File: config.mk
export PLATFORM = sky130hd
export DESIGN_NAME = can_crc_engine
export DESIGN_NICKNAME = d
export VERILOG_FILES = /design/src/rtl/can_crc_pkg.sv /design/src/rtl/crc_lfsr_step.sv /design/src/rtl/can_crc_engine.sv
export SDC_FILE = /design/constraint.sdc
export NUM_CORES = 1
export LEC_CHECK = 0
export CORE_ASPECT_RATIO = 1.2
export CORE_MARGIN = 2
export CORE_UTILIZATION = 50
export CTS_CLUSTER_SIZE = 20
export DETAILED_ROUTE_END_ITERATION = 10
export DONT_BUFFER_PORTS = 1
export HOLD_SLACK_MARGIN = 0.08
export MAX_ROUTING_LAYER = met4
export SLEW_MARGIN = 20
export SYNTH_ARGS = -nofsm -noshare
export SYNTH_HDL_FRONTEND = slang
export SYNTH_HIERARCHICAL = 1
export SYNTH_SLANG_ARGS = --single-unit
export TNS_END_PERCENT = 50
File: constraint.sdc
create_clock -name clk -period 3 [get_ports clk]
set_clock_uncertainty 0.2 [all_clocks]
set_input_delay 0.75 -clock clk [delete_from_list [all_inputs] [get_ports clk]]
set_output_delay 0.75 -clock clk [all_outputs]
set_load 0.03 [all_outputs]
File: src/rtl/can_crc_pkg.sv
// Shared constants and state type for the CAN CRC engine.
package can_crc_pkg;

    localparam int unsigned            CAN_CRC_W    = 15;
    localparam logic [CAN_CRC_W-1:0]   CAN_CRC_POLY = 15'h4599;

    typedef enum logic [1:0] {
        StIdle,
        StAccum,
        StShift,
        StCheck
    } crc_state_t;

endpackage

File: src/rtl/crc_lfsr_step.sv
// One serial LFSR step of an MSB-first CRC: shift left, fold in POLY when feedback is set.
module crc_lfsr_step #(
    parameter int unsigned       CRC_W = 15,
    parameter logic [CRC_W-1:0]  POLY  = 15'h4599
) (
    input  logic [CRC_W-1:0] crc,
    input  logic             din,
    output logic [CRC_W-1:0] crc_next
);

    logic w_fb;

    assign w_fb     = crc[CRC_W-1] ^ din;
    assign crc_next = {crc[CRC_W-2:0], 1'b0} ^ (w_fb ? POLY : '0);

endmodule

File: src/rtl/can_crc_engine.sv
// Serial CRC generator/checker: accumulates data bits, then serialises (tx) or
// checks (rx) the CRC field.
module can_crc_engine
    import can_crc_pkg::*;
#(
    parameter int unsigned       CRC_W = CAN_CRC_W,
    parameter logic [CRC_W-1:0]  POLY  = CAN_CRC_POLY,
    parameter logic [CRC_W-1:0]  INIT  = '0
) (
    input  logic             clk,
    input  logic             rst_n,
    input  logic             start,
    input  logic             mode,
    input  logic             abort,
    input  logic             din,
    input  logic             din_vld,
    input  logic             data_last,
    output logic [CRC_W-1:0] crc,
    output logic             tx_bit,
    output logic             tx_bit_vld,
    output logic             tx_done,
    output logic             crc_ok,
    output logic             crc_err,
    output logic             busy
);

    localparam int unsigned      CNT_W    = $clog2(CRC_W + 1);
    localparam logic [CNT_W-1:0] LAST_CNT = CNT_W'(CRC_W - 1);

    crc_state_t       r_state, w_state_d;
    logic [CRC_W-1:0] r_crc, w_crc_d, w_step;
    logic [CNT_W-1:0] r_cnt, w_cnt_d;
    logic             r_mode, w_mode_d;
    logic             r_tx_done, w_tx_done_d;
    logic             r_crc_ok, w_crc_ok_d;
    logic             r_crc_err, w_crc_err_d;
    logic             w_last_strobe;

    crc_lfsr_step #(
        .CRC_W (CRC_W),
        .POLY  (POLY)
    ) u_step (
        .crc      (r_crc),
        .din      (din),
        .crc_next (w_step)
    );

    assign w_last_strobe = din_vld && (r_cnt == LAST_CNT);

    always_comb begin
        w_state_d   = r_state;
        w_crc_d     = r_crc;
        w_cnt_d     = r_cnt;
        w_mode_d    = r_mode;
        w_tx_done_d = 1'b0;
        w_crc_ok_d  = 1'b0;
        w_crc_err_d = 1'b0;
        if (start) begin
            // Restart wins over abort and discards any same-cycle data bit.
            w_state_d = StAccum;
            w_crc_d   = INIT;
            w_cnt_d   = '0;
            w_mode_d  = mode;
        end else if (abort) begin
            w_state_d = StIdle;
        end else begin
            unique case (r_state)
                StIdle: w_state_d = StIdle;
                StAccum: begin
                    if (din_vld) begin
                        w_crc_d = w_step;
                        if (data_last) begin
                            w_state_d = r_mode ? StCheck : StShift;
                            w_cnt_d   = '0;
                        end
                    end
                end
                StShift: begin
                    if (din_vld) begin
                        w_crc_d = {r_crc[CRC_W-2:0], 1'b0};
                        w_cnt_d = r_cnt + CNT_W'(1);
                        if (w_last_strobe) begin
                            w_state_d   = StIdle;
                            w_tx_done_d = 1'b1;
                        end
                    end
                end
                StCheck: begin
                    if (din_vld) begin
                        w_crc_d = w_step;
                        w_cnt_d = r_cnt + CNT_W'(1);
                        if (w_last_strobe) begin
                            // Residue over data plus received CRC is zero for an intact frame.
                            w_state_d   = StIdle;
                            w_crc_ok_d  = (w_step == '0);
                            w_crc_err_d = (w_step != '0);
                        end
                    end
                end
                default: w_state_d = StIdle;
            endcase
        end
    end

    always_ff @(posedge clk or negedge rst_n) begin
        if (!rst_n) begin
            r_state   <= StIdle;
            r_crc     <= '0;
            r_cnt     <= '0;
            r_mode    <= 1'b0;
            r_tx_done <= 1'b0;
            r_crc_ok  <= 1'b0;
            r_crc_err <= 1'b0;
        end else begin
            r_state   <= w_state_d;
            r_crc     <= w_crc_d;
            r_cnt     <= w_cnt_d;
            r_mode    <= w_mode_d;
            r_tx_done <= w_tx_done_d;
            r_crc_ok  <= w_crc_ok_d;
            r_crc_err <= w_crc_err_d;
        end
    end

    assign crc        = r_crc;
    assign tx_bit_vld = (r_state == StShift);
    assign tx_bit     = (r_state == StShift) & r_crc[CRC_W-1];
    assign tx_done    = r_tx_done;
    assign crc_ok     = r_crc_ok;
    assign crc_err    = r_crc_err;
    assign busy       = (r_state != StIdle);

endmodule

[After elaboration in Yosys (flattened, before gate mapping)]
Index checks and enable logic that the tools add are counted.
Storage, ports and cells
  register bits: 25
  output and inout bits: 21
  logic and storage cells: 72
Operators by class
  add/subtract/negate cells: 1
  equal/unequal tests: 14
  multiplexer cells: 35
  bitwise operators: 3
  reduce and logical (&&, ||, !) cells: 12
Operator list (number)
  15-bit two-way mux: 5
  15-bit case mux with 2 select lines: 1
  4-bit two-way mux: 5
  1-bit two-way mux: 16
  15-bit zero test: 1
  15-bit nonzero test: 1
  15-bit bitwise XOR: 1
  2-bit two-way mux: 6
  3-bit != test (second input constant): 3
  4-bit by 1-bit != test with 1-bit output (second input constant): 2
  4-bit != test (second input constant): 2
  4-bit case mux with 2 select lines: 1
  4-bit AND reduction: 2
  3-bit by 1-bit != test with 1-bit output (second input constant): 2
  2-bit case mux with 3 select lines: 1
  3-bit nonzero test: 2
  5-bit AND reduction: 1
  4-bit by 1-bit adder with 4-bit output (second input constant): 1
  2-bit == test (second input constant): 2
  4-bit == test (second input constant): 1
  2-bit OR reduction: 2
  2-bit by 1-bit == test with 1-bit output (second input constant): 1
  2-bit zero test: 1
  2-bit != test (second input constant): 1
  4 further kinds: 4

[Logic depth before layout (Yosys ltp)]
  depth after elaboration: 9
  mapped depth: 6
  depth with buffers taken out: 5

[Hierarchy]
Netlist, hierarchy kept.
Modules (own cells, without submodules)
  can_crc_engine: instances 1, cells each 109, area an instance 1280.0 um^2, sequential area each 625.6 um^2
  crc_lfsr_step: instances 1, cells each 18, area an instance 237.7 um^2, sequential area each 0.0 um^2

[Least setup slack after synthesis]
No wires, ideal clock.
  path type: register -> output
  start: register r_state[0]
  end: output port tx_bit
  arrival time: 1416 ps
  path slack: 634 ps
  stages on the path, launching flop included: 4
  buffers on the path: 1
  cells stage by stage: dfrtp_1 -> buf_4 -> nor2b_1 -> and2_1
On the way
  word-level cells in the longest chain between the ends: 2
Ends and longest elaborated chain
  start, declared: line can_crc_engine.sv:30  | crc_state_t r_state, w_state_d;
  start signal, assigned: line can_crc_engine.sv:107  | r_state <= StIdle;
  start signal, assigned: line can_crc_engine.sv:115  | r_state <= w_state_d;
  2-bit == test
  named net tx_bit_vld: line can_crc_engine.sv:20  | output logic tx_bit_vld,
  1-bit AND: line can_crc_engine.sv:127  | assign tx_bit = (r_state == StShift) & r_crc[CRC_W-1];
  end, declared: line can_crc_engine.sv:19  | output logic tx_bit,
The timed path passes the listed nets, and every way through them passes these cells.

[Worst setup path in the final report]
  start: register r_crc[14], in the netlist crc[14]
  end: output port tx_bit
On the way
  word-level cells in the longest chain between the ends: 1
Ends and longest elaborated chain
  start, declared: line can_crc_engine.sv:31  | logic [CRC_W-1:0] r_crc, w_crc_d, w_step;
  start signal, assigned: line can_crc_engine.sv:116  | r_crc <= w_crc_d;
  1-bit AND: line can_crc_engine.sv:127
No other way between the ends.

==> impl_metrics.csv <==
group,metric,value,unit
outcome,status,"finished, final reports clean",
synth,ys_seq_area_share,41.2,%
cts,clk_pin_slew_worst_paths,160,ps
sta,finalCritPeriodShare,77.5,%
setup_path,startpoint_type,"flip-flop",
setup_path,worstReg2RegEnd,"crc_err",
sta,slew_headroom,59.6,%
setup_path,max_stage_delay,670,ps
power,combPwrFrac,16.6,%
cts,cts.sinks,25,
setup_path,cp.buffers_inverters,0,
synth,syn-cell-area,1520,um^2
power,p_leak,0.667,nW
setup_path,cp_num_cells,1,
sta,setup_viol,0,
power,p_switching,0.180,mW
power,power.share.clock,25.4,%
routing,drc,0,
sta,worst_pin_slew,604,ps
cts,insertion_delay,320,ps
sta,finalHoldViolations,0,
routing,num_vias,966,
finish,drive_gt1_share,10.8,%
floorplanning,core,2840,um^2
cts,cts_buffer_depth,2,
setup_path,critical_path.max_fanout,10,
power,p_int,0.445,mW
finish,nNetsFinal,131,
place,dp_cells,148,
power,finalPower,0.625,mW
setup_path,critPathCaptureType,"output pin",
global_routing,grt_pass1_wl,4.85,mm
setup_path,crit_required,2050,ps
finish,layout_commonest_cell,"dfrtp_1",
sta,fin_setup_tns,0,ps
cts,cts_tree,"built",
sta,hold_ws,263,ps
job,cap_viol_max_count,0,
power,p_per_area,411,nW/um^2
synth,ys_seq_elements,25,
sta,worst_slack,676,ps
place,routabilityCongestion,0.727,
setup_path,crit_chain,"and2_1",
power,pwr-share-seq,58.0,%
routing,initialDrtViolationCount,25,
setup_path,reg2reg_from,"crc[14]",
synth,synth_warnings,6,
worst_hold_path,holdCritPathClass,"input pin to flip-flop",
global_routing,grt_usage,19.4,%
global_routing,grt_start_max_net_pins,26,
synth,synth_top_cell_area_share,41.2,%
setup_path,critical_path_class,"flip-flop to output pin",
floorplanning,die_x,54.3,um
setup_path,worstRegToRegCells,4,
global_routing,grt_pass1_vias,956,
global_routing,overflow,0,
routing,via_per_inst,6.27,
sta,post-route-min-period,2320,ps
finish,finalNonFillerCells,154,
setup_path,slowest_stage,"dfrtp_1",
place,portBuffers,0,
finish,area_growth_syn_to_layout,0.165,%
floorplanning,fp.dieH,64.4,um
finish,antennaDiodeCount,0,
setup_path,cp.arrival,1370,ps
synth,synth_area_per_cell,12.0,um^2
floorplanning,rows,21,
power,swShare,28.8,%
floorplanning,die-area,3490,um^2
finish,final_cell_mix,"dfrtp_1, mux2i_1, o2bb2ai_1, xor3_1, inv_1",
floorplanning,start_util,53.5,%
cts,cts_resized,0,
sta,final_max_slew_viol_count,0,
finish,fill_cells,245,
synth,syn_nets,137,
cts,cts.htree.levels,1,
routing,ant_nets,0,
cts,cts_made_buffers,3,
sta,rsz0062_at_grt,"no",
synth,synth_area_leaders,"dfrtp_1, mux2i_1, xor3_1, o2bb2ai_1, buf_4",
setup_path,rrSetupSlack,1020,ps
setup_path,critPathLaunch,"crc[14]",
routing,dr.pass1.iters,4,
sta,fmax,430,MHz
synth,ys_types,38,
cts,cts_hold_buffers,2,
global_routing,antenna_found_initial,0,
setup_path,endpoint,"tx_bit",
cts,clockRootBuffer,"clkbuf_4",
routing,wl,2.88,mm
cts,post_cts_buffers,0,
place,hpwl,2.06,mm
power,irDropWorstVdd,0.000207,V
place,dp_slack,905,ps
routing,wl_per_cell,18.7,um
floorplanning,pin_count,29,
synth,synth_area_leader_cell,"dfrtp_1",
synth,netlist_instances,127,
setup_path,critPathTopFamily,"flip-flops",
-- layer usage --
metal | GRT usage, % | routed length (um) | up-vias
met5 | - | 0 | -
met4 | 5.31 | 42 | 0
met2 | 30.3 | 1450 | 25
met1 | 25.6 | 1280 | 483
met3 | 3.27 | 106 | 4
li1 | - | - | 454
-- sequential cells by signal, summed over array words and instances, names as in the netlist --
register  flops
tx_done       1
crc          15
crc_ok        1
r_mode        1
r_cnt         4
r_state       2
crc_err       1
-- cell families after synthesis --
kind of cell,Yosys count,share of synthesized area [%]
buffers and inverters,21,9.32
adder cells (fa/ha/maj),2,1.65
flip-flops,25,41.2
AND/OR/NAND/NOR,29,12.0
XOR/XNOR,7,9.98
AO/OA/AOI/OAI,27,15.3
multiplexers,16,10.6
-- worst min-delay path by stage --
stage	cells past startpoint	start	slack, ps	endpoint
detailed placement	0	rst_n	260	crc[1]
global placement	0	rst_n	250	crc[1]
CTS	1	abort	260	r_state[1]
finish	1	abort	260	r_state[1]
global route	1	abort	240	r_state[1]
floorplan	0	rst_n	250	crc[0]
-- area by class of cell --
class	instances	area [um^2]	area share, %
Clock inverter	1	7.51	0.494
Inverter	5	18.8	1.23
Timing Repair Buffer	5	52.6	3.46
Tap cell	34	42.5	2.80
Sequential cell	25	626	41.2
Multi-Input combinational cell	81	751	49.4
Clock buffer	3	22.5	1.48
-- synth_stat cells --
| cell | number |
|---|---|
| nor3b_1 | 3 |
| o2bb2ai_1 | 15 |
| o21a_1 | 1 |
| or2_2 | 1 |
| a21oi_4 | 1 |
| a211o_1 | 1 |
| nor2b_1 | 3 |
| or3_1 | 1 |
| ha_1 | 2 |
| nor4_1 | 4 |
| buf_6 | 2 |
| a32oi_1 | 2 |
| mux2_2 | 1 |
| nand4_1 | 1 |
| or4_1 | 1 |
| a22o_1 | 1 |
| xor3_1 | 6 |
| o211ai_1 | 1 |
| o221ai_1 | 1 |
| nand2b_1 | 1 |
| a31oi_1 | 1 |
| o21ai_0 | 2 |
| nand2_1 | 3 |
| and2_1 | 1 |
| buf_2 | 2 |
| nor2_1 | 2 |
| nand3b_1 | 2 |
| xor2_1 | 1 |
| dfrtp_1 | 25 |
| nand4_2 | 1 |
| and2b_2 | 1 |
| and3_1 | 1 |
| nand3_1 | 1 |
| buf_4 | 12 |
| nor3_1 | 2 |
| mux2i_1 | 15 |
| o2111ai_1 | 1 |
| inv_1 | 5 |
-- worst reg2reg max path: stages, from the launching register on --
cell and delay, ps:
dfrtp_1 670, xor3_1 440, nor4_1 290, nand4_1 150, nor2b_1 160
-- power by group through the flow --
stage	logic, mW	registers (mW)	clock network, mW
4_1_cts	0.105	0.363	0.165
6_report	0.104	0.363	0.159
2_1_floorplan	0.0948	0.365	0
3_3_place_gp	0.0929	0.369	0
5_1_grt	0.114	0.364	0.182
3_5_place_dp	0.0939	0.369	0
-- stage by stage --
step / cell area (um^2) / util [%]
after floorplan: 1520 / -
after global placement: 1460 / 51.5
after detailed placement: 1460 / 51.5
after CTS: 1520 / 53.6
after global routing: 1520 / 53.6
final: 1520 / 53.6
Note: power is estimated with default switching activity, not from simulation.
